<file path="src/rtl/voice_allocator.sv">
// Polyphonic voice allocator: maps key press/release events onto voice slots and writes slot control words to ram.
// Optional feature macro VOICE_STEAL_EN: when defined, a press with no free or matching slot steals the oldest slot.
module voice_allocator #(
   parameter int                NUM_VOICES = 8,
   parameter int                ADDR_W     = 8,
   parameter int                DATA_W     = 32,
   parameter logic [ADDR_W-1:0] VOICE_BASE = 'h10,
   parameter int                AGE_W      = 8
) (
   input  logic                  clk,
   input  logic                  reset,
   input  logic                  evt_valid,
   input  logic [7:0]            evt_keycode,
   input  logic                  evt_is_press,
   output logic                  evt_ready,
   output logic                  ram_req,
   input  logic                  ram_gnt,
   output logic                  ram_wen,
   output logic [ADDR_W-1:0]     ram_waddr,
   output logic [DATA_W-1:0]     ram_din,
   output logic [NUM_VOICES-1:0] active_mask,
   output logic                  overflow
);
   localparam int IW = (NUM_VOICES > 1) ? $clog2(NUM_VOICES) : 1;
   localparam logic [IW-1:0] LAST = IW'(NUM_VOICES - 1);

   typedef enum logic [1:0] {S_IDLE, S_SCAN, S_WRITE} state_t;

   state_t                r_state, w_next;
   logic [7:0]            r_key_in;
   logic                  r_press;
   logic [IW-1:0]         r_idx, r_target;
   logic                  r_match_vld, r_free_vld, r_old_vld;
   logic [IW-1:0]         r_match_idx, r_free_idx, r_old_idx;
   logic [AGE_W-1:0]      r_old_age;
   logic [NUM_VOICES-1:0] r_mask;
   logic [7:0]            r_keys [NUM_VOICES];
   logic [AGE_W-1:0]      r_ages [NUM_VOICES];

   logic                  w_cur_act, w_m_vld, w_f_vld, w_o_take;
   logic [IW-1:0]         w_m_idx, w_f_idx, w_o_idx, w_tgt;
   logic [AGE_W-1:0]      w_o_age;
   logic                  w_do_write, w_drop, w_last;

   // Running scan results including the slot under inspection this cycle
   always_comb begin
      w_cur_act = r_mask[r_idx];
      w_last    = (r_idx == LAST);
      w_m_vld   = r_match_vld | (w_cur_act & (r_keys[r_idx] == r_key_in));
      w_m_idx   = r_match_vld ? r_match_idx : r_idx;
      w_f_vld   = r_free_vld | ~w_cur_act;
      w_f_idx   = r_free_vld ? r_free_idx : r_idx;
      w_o_take  = w_cur_act & (~r_old_vld | (r_ages[r_idx] > r_old_age));
      w_o_idx   = w_o_take ? r_idx : r_old_idx;
      w_o_age   = w_o_take ? r_ages[r_idx] : r_old_age;

      w_do_write = 1'b0;
      w_drop     = 1'b0;
      w_tgt      = w_m_idx;
      if (w_m_vld) begin
         w_do_write = 1'b1;
      end else if (r_press) begin
         if (w_f_vld) begin
            w_do_write = 1'b1;
            w_tgt      = w_f_idx;
         end else begin
`ifdef VOICE_STEAL_EN
            w_do_write = 1'b1;
            w_tgt      = w_o_idx;
`else
            w_drop     = 1'b1;
`endif
         end
      end
   end

   always_ff @(posedge clk or posedge reset) begin
      if (reset) r_state <= S_IDLE;
      else       r_state <= w_next;
   end

   always_comb begin
      w_next = r_state;
      case (r_state)
         S_IDLE:  if (evt_valid) w_next = S_SCAN;
         S_SCAN:  if (w_last) w_next = w_do_write ? S_WRITE : S_IDLE;
         S_WRITE: if (ram_gnt) w_next = S_IDLE;
         default: w_next = S_IDLE;
      endcase
   end

   always_comb begin
      evt_ready = (r_state == S_IDLE);
      ram_req   = (r_state == S_WRITE);
      ram_wen   = (r_state == S_WRITE) & ram_gnt;
      ram_waddr = '0;
      ram_din   = '0;
      overflow  = (r_state == S_SCAN) & w_last & w_drop;
      if (r_state == S_WRITE) begin
         ram_waddr           = VOICE_BASE + ADDR_W'(r_target);
         ram_din[DATA_W-1]   = r_press;
         ram_din[7:0]        = r_key_in;
      end
   end

   assign active_mask = r_mask;

   always_ff @(posedge clk or posedge reset) begin
      if (reset) begin
         r_key_in    <= '0;
         r_press     <= 1'b0;
         r_idx       <= '0;
         r_target    <= '0;
         r_match_vld <= 1'b0;
         r_free_vld  <= 1'b0;
         r_old_vld   <= 1'b0;
         r_match_idx <= '0;
         r_free_idx  <= '0;
         r_old_idx   <= '0;
         r_old_age   <= '0;
         r_mask      <= '0;
         for (int j = 0; j < NUM_VOICES; j++) begin
            r_keys[j] <= '0;
            r_ages[j] <= '0;
         end
      end else begin
         case (r_state)
            S_IDLE: if (evt_valid) begin
               r_key_in    <= evt_keycode;
               r_press     <= evt_is_press;
               r_idx       <= '0;
               r_match_vld <= 1'b0;
               r_free_vld  <= 1'b0;
               r_old_vld   <= 1'b0;
            end
            S_SCAN: begin
               r_idx       <= r_idx + 1'b1;
               r_match_vld <= w_m_vld;
               r_match_idx <= w_m_idx;
               r_free_vld  <= w_f_vld;
               r_free_idx  <= w_f_idx;
               r_old_vld   <= r_old_vld | w_cur_act;
               r_old_idx   <= w_o_idx;
               r_old_age   <= w_o_age;
               if (w_last) r_target <= w_tgt;
            end
            S_WRITE: if (ram_gnt) begin
               // Slot state only moves on the cycle the write actually lands
               for (int j = 0; j < NUM_VOICES; j++) begin
                  if (IW'(j) == r_target) begin
                     r_mask[j] <= r_press;
                     if (r_press) begin
                        r_keys[j] <= r_key_in;
                        r_ages[j] <= '0;
                     end
                  end else if (r_press && r_mask[j] && (r_ages[j] != '1)) begin
                     r_ages[j] <= r_ages[j] + 1'b1;
                  end
               end
            end
            default: ;
         endcase
      end
   end
endmodule

</file>
<file path="config.mk">
export PLATFORM = sky130hd
export DESIGN_NAME = voice_allocator
export DESIGN_NICKNAME = d
export VERILOG_FILES = /design/src/rtl/voice_allocator.sv
export SDC_FILE = /design/constraint.sdc
export NUM_CORES = 1
export LEC_CHECK = 0
export BUFFER_PORTS_ARGS = -buffer_cell sky130_fd_sc_hd__buf_2
export CORE_ASPECT_RATIO = 0.5
export CORE_UTILIZATION = 25
export DETAILED_ROUTE_END_ITERATION = 12
export GPL_ROUTABILITY_DRIVEN = 0
export HOLD_SLACK_MARGIN = 0.08
export PLACE_DENSITY_LB_ADDON = 0.05
export SLEW_MARGIN = 10
export SYNTH_ARGS = -nofsm -noshare
export SYNTH_HDL_FRONTEND = slang
export SYNTH_SLANG_ARGS = --single-unit
export TNS_END_PERCENT = 5
</file>
<file path="constraint.sdc">
create_clock -name clk -period 2.7 [get_ports clk]
set_input_delay 0.135 -clock clk [delete_from_list [all_inputs] [get_ports clk]]
set_output_delay 0.135 -clock clk [all_outputs]
set_load 0.005 [all_outputs]
</file>
==> flow_summary.json, run 1 <==
{
  "antenna_found_initial": 0,
  "reg2reg_from": "r_idx[1]",
  "dp_hpwl_um": 8390,
  "worst_skew_pair.late_latency_ns": 0.35,
  "synth_cell_types": 32,
  "vdd_drop_max_uv": 365,
  "path_delay_family": "multiplexers",
  "synth_seq_cells": 97,
  "numCtsBuffers": 9,
  "yosysWarnings": 0,
  "core_sq_um": 18700,
  "status": "finished, violations left",
  "critPathKind": "flip-flop to output port",
  "synthToLayoutAreaGrowth_pct": 20.7,
  "path_clk_slew_ns": 0.07,
  "grt_usage_pct": 13.9,
  "drive_gt1_share_pct": 40.6,
  "io_pins": 65,
  "drc": 0,
  "synth.avg_cell_area_sq_um": 13.0,
  "setup_slack_ns": -0.0197,
  "drv_cap": 0,
  "path_cells": "buf_6, mux4_2, mux2i_1, xor2_1, nand4_1, nor3_2, buf_4, nor3_1, buf_2",
  "ant_nets": 0,
  "finClkSkew_ns": 0.0113,
  "fp.dieW_um": 198,
  "first_pass_iters": 4,
  "fin_nets": 448,
  "async_flop_share_pct": 100,
  "netlist_instances": 370,
  "fill_cells": 1900,
  "cts.path.max_buffers": 2,
  "synth.largest_area_cell": "dfrtp_1",
  "arrival_ns": 2.58,
  "synth-adder-area-share_pct": 0.519,
  "timing.final.hold_violations": 0,
  "fmax_ghz": 0.368,
  "cp-start-kind": "flip-flop",
  "ys_seq_area_share_pct": 50.4,
  "insertedDiodeCount": 0,
  "start_util_pct": 25.8,
  "critPathMaxStageDelay_ns": 0.54,
  "tritoncts": "done",
  "min_path_type": "input pin to async pin",
  "p_total_w": 0.00479,
  "htreeDepth": 3,
  "holdWs_ns": 0.399,
  "netlist_area_sq_um": 4820,
  "synth_commonest_cells": "dfrtp_1, mux2_2, nand2_1",
  "synth_edf_count": 0,
  "path_max_fanout": 5,
  "synth_ff_type": "dfrtp_1",
  "worst_ep_required_time_ns": 2.57,
  "slowest_stage": "mux4_2",
  "synth_mux_area_share_pct": 31.0,
  "tns_ns": -0.0197,
  "cp-end-kind": "output port",
  "slew_headroom_pct": 61.9,
  "synth.most_common_cell": "dfrtp_1",
  "rrSetupSlack_ns": 0.09,
  "leakage_nw": 2.86,
  "setup_violations": 1,
  "r2r_end": "r_target[2]",
  "synthSimpleGateAreaFrac_pct": 7.55,
  "min_period_ns": 2.72,
  "worst_pin_slew_ns": 0.572,
  "numPortBuffers": 37,
  "final_max_slew_viol_count": 0,
  "synth_top_family_by_area": "multiplexers",
  "finalCritPeriodShare_pct": 101,
  "avgRoutedWirePerCell_um": 18.0,
  "first_global_vias": 3243,
  "grt_first_pass_wirelength_um": 19900,
  "clock_sinks": 97,
  "utilization_pct": 31.2,
  "die_y_um": 100,
  "synth-xor-area-share_pct": 1.45,
  "grt_start_max_net_pins": 59,
  "wl_um": 12600,
  "worst_r2r_path_depth": 8,
  "root_buffer": "clkbuf_16",
  "critical_path_buf_inv_count": 3,
  "synth_area_leaders": "dfrtp_1, mux2_2, mux4_2",
  "vias": 3000,
  "rsz0062_at_grt": "true",
  "viasPerCell": 4.30,
  "powerDensity_nw_per_um2": 824,
  "synth_compound_area_share_pct": 1.90,
  "grt_overflow_total": 0,
  "drt_iter0_drc": 149,
  "synth_top_area_share_pct": 50.4,
  "die_area_sq_um": 19900,
  "violations": "setup timing",
  "core.rowCount": 35
}
[tightest hold or removal path: stages]
cell           delay (ns)
dlygate4sd3_1        0.53
buf_2                0.13
inv_4                0.41
[how the worst max path moves through the flow]
stage              from             end  slack, ns  cells past startpoint
2_1_floorplan     reset  active_mask[0]       0.03                      1
3_3_place_gp   r_idx[1]     r_target[2]       0.11                      8
3_5_place_dp   r_idx[1]     r_target[2]      0.008                      8
4_1_cts        r_idx[1]        overflow      0.009                      9
5_1_grt        r_idx[1]        overflow      -0.12                      9
6_report       r_idx[1]        overflow      -0.02                      9
[placed cells by master, fill, tap and decap left out, drive strengths merged, types with 2 or more instances in the layout]
cell / n
nand3: 8
a21oi: 4
and2: 13
mux2: 81
bufinv: 2
dfrtp: 97
inv: 5
mux2i: 16
a22o: 2
o31ai: 2
ha: 2
nor2b: 4
clkinvlp: 3
buf: 66
nand2: 30
clkbuf: 10
xor2: 8
nand4: 4
o21ai: 5
nor3: 3
conb: 27
nor2: 12
mux4: 18
dlygate4sd3: 12
[stage by stage]
stage / cells / setup slack, ns / cell area [sq um]
after floorplan: 396 / 0.0313 / 4920
after global placement: 665 / 0.105 / 5330
after detailed placement: 665 / 0.00789 / 5330
after CTS: 697 / 0.00864 / 5810
after global routing: 697 / -0.120 / 5820
final: 697 / -0.0197 / 5820
[final cells by class]
class,instances,area (sq um),share of cell area (%)
clock buffers,10,229,3.94
clock inverters,6,91.3,1.57
inverters,4,17.5,0.301
multi-input cells,243,2160,37.1
flip-flops and latches,97,2430,41.7
well taps,259,324,5.57
repair buffers,78,568,9.77
[cell families (layout without fill, tap and decap cells)]
family | count (synthesis) | in the layout
mux | 115 | 115
flops | 97 | 97
fa+ha+maj | 2 | 2
xor+xnor | 8 | 8
compound gates | 14 | 14
simple gates | 77 | 77
buf+inv | 56 | 98
other cells | 1 | 27
[where the power goes]
part	switching [W]	internal, W
clock network	0.000595	0.000817
logic	0.000704	0.000698
registers	0.000320	0.00166
[state kept, by name (all words and copies together) (netlist names)]
signal / flops
active_mask: 8
r_free_idx: 3
r_free_vld: 1
r_idx: 3
r_key_in: 8
r_keys: 64
r_match_idx: 3
r_match_vld: 1
r_press: 1
r_state: 2
r_target: 3
[metal layers]
layer | vias up | share of wire (%) | track usage (%)
met1 | 1548 | 52 | 19.8
met2 | 64 | 43 | 20.6
li1 | 1372 | - | -
met4 | 0 | 1.7 | 4.23
met5 | - | 0 | 0
met3 | 16 | 3.7 | 3.63
[repair_timing]
action	CTS	global route
resized for setup	2	5
setup buffers	4	0
hold endpoints to repair	50	0
pin swaps	1	0
endpoints found under the setup margin	1	4
hold buffers	12	0
No activity file was read; power rests on OpenSTA's default activity.
==> run 2: changes to the inputs <==
- clock period: 2.7 -> 2.5 ns (I/O delays scaled with it)
==> flow_summary.json, run 2 (same netlist as run 1, synthesis figures left out) <==
{
  "status": "finished, violations left",
  "violations": "setup timing",
  "vdd_drop_max_uv": 327,
  "fill_cells": 1891,
  "grt_usage_pct": 14.1,
  "core.rowCount": 35,
  "path_clk_slew_ns": 0.07,
  "worst_pin_slew_ns": 0.679,
  "dp.cells": 670,
  "min_path_type": "input pin to async pin",
  "largest_register_ffs": 64,
  "die_area_sq_um": 19900,
  "powerDensity_nw_per_um2": 914,
  "numPortBuffers": 37,
  "timing.final.hold_violations": 0,
  "vias": 3029,
  "antenna_found_initial": 2,
  "fin_nets": 455,
  "tns_ns": -0.843,
  "final_max_slew_viol_count": 0,
  "avgRoutedWirePerCell_um": 18.4,
  "final_common_cell": "dfrtp_1",
  "fmax_ghz": 0.362,
  "fp.dieW_um": 198,
  "p_total_w": 0.00543,
  "root_buffer": "clkbuf_16",
  "die_y_um": 100,
  "drc": 0,
  "io_pins": 65,
  "grt_start_max_net_pins": 69,
  "leakage_nw": 2.92,
  "worst_skew_pair.late_latency_ns": 0.35,
  "path_max_fanout": 8,
  "viasPerCell": 4.30,
  "wl_um": 13000,
  "slew_headroom_pct": 54.3,
  "grt_first_pass_wirelength_um": 20200,
  "critPathKind": "flip-flop to output port",
  "cp-end-kind": "output port",
  "cts.path.max_buffers": 2,
  "grt_overflow_total": 0,
  "path_common_cell": "nor3_2",
  "finClkSkew_ns": 0.00951,
  "final_cell_mix": "dfrtp_1, mux2_2, buf_2, nand2_1, buf_4",
  "finalCritPeriodShare_pct": 111,
  "first_global_vias": 3224,
  "numCtsBuffers": 9,
  "slowest_stage": "mux4_2",
  "htreeDepth": 3,
  "min_period_ns": 2.76,
  "setup_slack_ns": -0.264,
  "instances_no_fill": 705,
  "path_cells": "buf_12, mux4_2, mux2i_1, xor2_1, nand4_1, nor3_2, buf_4, nor3_2, buf_2",
  "clock_sinks": 97,
  "tritoncts": "done",
  "start_util_pct": 25.8,
  "arrival_ns": 2.64,
  "critPathMaxStageDelay_ns": 0.51,
  "cp-start-kind": "flip-flop",
  "drt_iter0_drc": 101,
  "core_sq_um": 18700,
  "setup_violations": 6,
  "first_pass_iters": 4,
  "worst_ep_required_time_ns": 2.38,
  "synthToLayoutAreaGrowth_pct": 23.2,
  "rsz0062_at_grt": "true",
  "ant_nets": 0,
  "top_register": "r_keys",
  "dp_hpwl_um": 8860,
  "drive_gt1_share_pct": 42.0,
  "drv_cap": 0
}
==> run 2: path summary, 6_finish.rpt <==
| path | end | slack [ns] | cells after the start | from |
|---|---|---|---|---|
| min in group clk | r_state[0] | 0.50 | 1 | r_state[1] |
| setup / recovery | overflow | -0.26 | 9 | r_idx[0] |
| hold / removal | r_free_idx[2] | 0.39 | 3 | reset |
| hold reg to reg | r_state[0] | 0.50 | 1 | r_state[1] |
| max in group asynchronous | r_keys[57] | 1.18 | 5 | reset |
| setup reg to reg | r_state[1] | -0.16 | 12 | r_idx[0] |
==> run 2: routing by layer <==
layer	wire length, um	track usage [%]	part of all wire (%)	up-vias
met4	101	2.86	0.78	0
met2	5580	21.0	43	51
li1	-	-	-	1393
met3	359	3.23	2.8	9
met1	6940	20.9	53	1576
met5	0	0	0	-
==> run 2: timing repair <==
item                                   4_1_cts  5_1_grt
setup endpoints to repair                    5        6
setup buffers                                5        1
hold buffers                                12        0
endpoints found under the hold margin       33        0
pin swaps                                    3        3
resized for setup                            5        3
==> run 2: final cells by class <==
cell class | instances | area, sq um | area share (%)
Timing Repair Buffer | 85 | 642 | 10.8
Clock buffer | 12 | 256 | 4.32
Multi-Input combinational cell | 243 | 2170 | 36.5
Tap cell | 259 | 324 | 5.46
Clock inverter | 4 | 98.8 | 1.66
Inverter | 4 | 18.8 | 0.316
Antenna cell | 1 | 2.50 | 0.0421
Sequential cell | 97 | 2430 | 40.9
==> run 2: per-stage QoR <==
stage	hold slack (ns)	util, %	instance area, sq um	worst slack (ns)
3_5_place_dp	0.222	28.9	5390	-0.162
2_1_floorplan	0.223	-	4920	0.171
4_1_cts	0.404	31.7	5920	-0.283
6_report	0.392	31.8	5940	-0.264
3_3_place_gp	0.226	28.9	5390	-0.164
5_1_grt	0.440	31.8	5940	-0.402
==> run 2: report_power, final <==
group / leakage, nW / switching, W / internal (W) / total (W)
Clock: 0.173 / 0.000619 / 0.00104 / 0.00166
Sequential: 1.31 / 0.000357 / 0.00179 / 0.00215
Combinational: 1.44 / 0.000796 / 0.000828 / 0.00162
Total: 2.92 / 0.00177 / 0.00365 / 0.00543
==> run 2: critical path: cells and delay by family, from the launching register on <==
family | cells | cell delay [ns]
xor gates and xnor gates | 1 | 0.25
buffers and inverters | 3 | 0.46
DFF | 1 | 0.39
muxes | 2 | 0.69
and+or+nand+nor | 3 | 0.49
==> run 3: changes to the inputs <==
- CORE_UTILIZATION: 25 -> 52
- PLACE_DENSITY: not set -> 0.76
- PLACE_DENSITY_LB_ADDON: 0.05 -> not set
==> flow_summary.json, run 3 (same netlist as run 1, synthesis figures left out) <==
{
  "status": "finished, violations left",
  "violations": "DRC, setup timing",
  "min_period_ns": 2.62,
  "critPathMaxStageDelay_ns": 0.51,
  "first_global_vias": 3273,
  "core_sq_um": 8860,
  "final_common_cell": "dfrtp_1",
  "slew_headroom_pct": 49.5,
  "slowest_stage": "mux4_2",
  "powerDensity_nw_per_um2": 871,
  "cp-start-kind": "flip-flop",
  "p_total_w": 0.00489,
  "vias": 3046,
  "grt_first_pass_wirelength_um": 17200,
  "finClkSkew_ns": 0.00907,
  "min_path_type": "input pin to async pin",
  "dp_hpwl_um": 7120,
  "design_area_sq_um": 5610,
  "die_y_um": 70.1,
  "top_usage_layer": "met2",
  "final_cell_mix": "dfrtp_1, mux2_2, buf_2, nand2_1, conb_1",
  "numPortBuffers": 37,
  "placedInstanceArea_sq_um": 5130,
  "vdd_drop_max_uv": 448,
  "tritoncts": "done",
  "path_clk_slew_ns": 0.07,
  "setup_slack_ns": -0.123,
  "avgRoutedWirePerCell_um": 19.0,
  "fmax_ghz": 0.381,
  "critPathKind": "flip-flop to flip-flop",
  "tns_ns": -0.424,
  "numCtsBuffers": 9,
  "drt_iter0_drc": 269,
  "grt_overflow_total": 0,
  "io_pins": 65,
  "insertedDiodeCount": 0,
  "fin_nets": 444,
  "path_max_fanout": 8,
  "finalCritPeriodShare_pct": 105,
  "grt_start_max_net_pins": 76,
  "pre_cts_ws_ns": -0.0670,
  "wl_um": 10500,
  "final_max_slew_viol_count": 0,
  "root_buffer": "clkbuf_16",
  "start_util_pct": 54.4,
  "fill_cells": 636,
  "use_met3_pct": 5.83,
  "drive_gt1_share_pct": 40.3,
  "setup_violations": 4,
  "grt_usage_pct": 24.1,
  "largest_register_ffs": 64,
  "path_cells": "buf_12, mux4_2, mux2i_2, xor2_1, nand3_2, o31ai_2, mux2_1, o21ai_1",
  "leakage_nw": 2.84,
  "arrival_ns": 2.89,
  "cts.path.max_buffers": 2,
  "grt_use_met1_pct": 31.0,
  "viasPerCell": 5.53,
  "core.rowCount": 24,
  "worst_r2r_path_depth": 8,
  "timing.final.hold_violations": 0,
  "grt_use_met2_pct": 39.5,
  "holdWs_ns": 0.370,
  "first_pass_iters": 8,
  "worst_skew_pair.late_latency_ns": 0.35,
  "cp-end-kind": "flip-flop",
  "die_area_sq_um": 9680,
  "antenna_found_initial": 0,
  "fp.dieW_um": 138,
  "synthToLayoutAreaGrowth_pct": 16.4,
  "worst_pin_slew_ns": 0.758,
  "ant_nets": 0,
  "drc": 16,
  "worst_ep_required_time_ns": 2.77,
  "rsz0062_at_grt": "true",
  "top_register": "r_keys",
  "clock_sinks": 97,
  "htreeDepth": 3,
  "drv_cap": 0
}
==> run 3: worst max-delay path: cells and delay by family (launching register included) <==
| family | cells | cell delay, ns |
|---|---|---|
| AND/OR/NAND/NOR | 1 | 0.13 |
| flip-flops | 1 | 0.39 |
| buffers and inverters | 1 | 0.15 |
| AO/OA/AOI/OAI | 2 | 0.53 |
| XOR/XNOR | 1 | 0.22 |
| multiplexers | 3 | 1.11 |
==> run 3: per-stage QoR <==
stage,instances,util (%)
3_5_place_dp,518,57.9
5_1_grt,551,63.3
2_1_floorplan,396,-
4_1_cts,551,63.2
3_3_place_gp,518,57.9
6_report,551,63.3
==> run 3: routing by layer <==
| metal | share of wire (%) | vias to the layer above |
|---|---|---|
| met2 | 48 | 111 |
| met4 | 2.0 | 0 |
| met1 | 44 | 1548 |
| li1 | - | 1365 |
| met3 | 6.3 | 22 |
| met5 | 0 | - |
==> run 3: power breakdown <==
group	leakage (nW)	internal [W]	switching [W]
sequential	1.31	0.00179	0.000376
clock	0.136	0.000733	0.000580
combinational	1.39	0.000743	0.000661
==> run 3: final timing paths <==
kind	startpoint	endpoint	slack (ns)
worst min-delay path	reset	r_state[1]	0.37
max in group asynchronous	reset	r_keys[3]	1.38
worst min register to register	r_state[1]	r_state[0]	0.49
worst max-delay path	r_idx[0]	r_target[1]	-0.12
min in group clk	r_state[1]	r_state[0]	0.49
worst max register to register	r_idx[0]	r_target[1]	-0.12
==> run 3: cell type report <==
type                       instances  area [sq um]  area share [%]
clock buffer                      13           260            4.64
clock inverter                     3          25.0           0.446
inverter                           4          18.8           0.335
multi-input combinational        243          2180            38.8
sequential                        97          2430            43.3
tap                              117           146            2.61
timing repair buffer              74           554            9.88
==> run 3: timing repair <==
action	4_1_cts	5_1_grt
endpoints found under the hold margin	33	0
endpoints found under the setup margin	4	12
buffers inserted	5	0
hold buffers	12	0
pin swaps	2	0
resized for setup	9	1
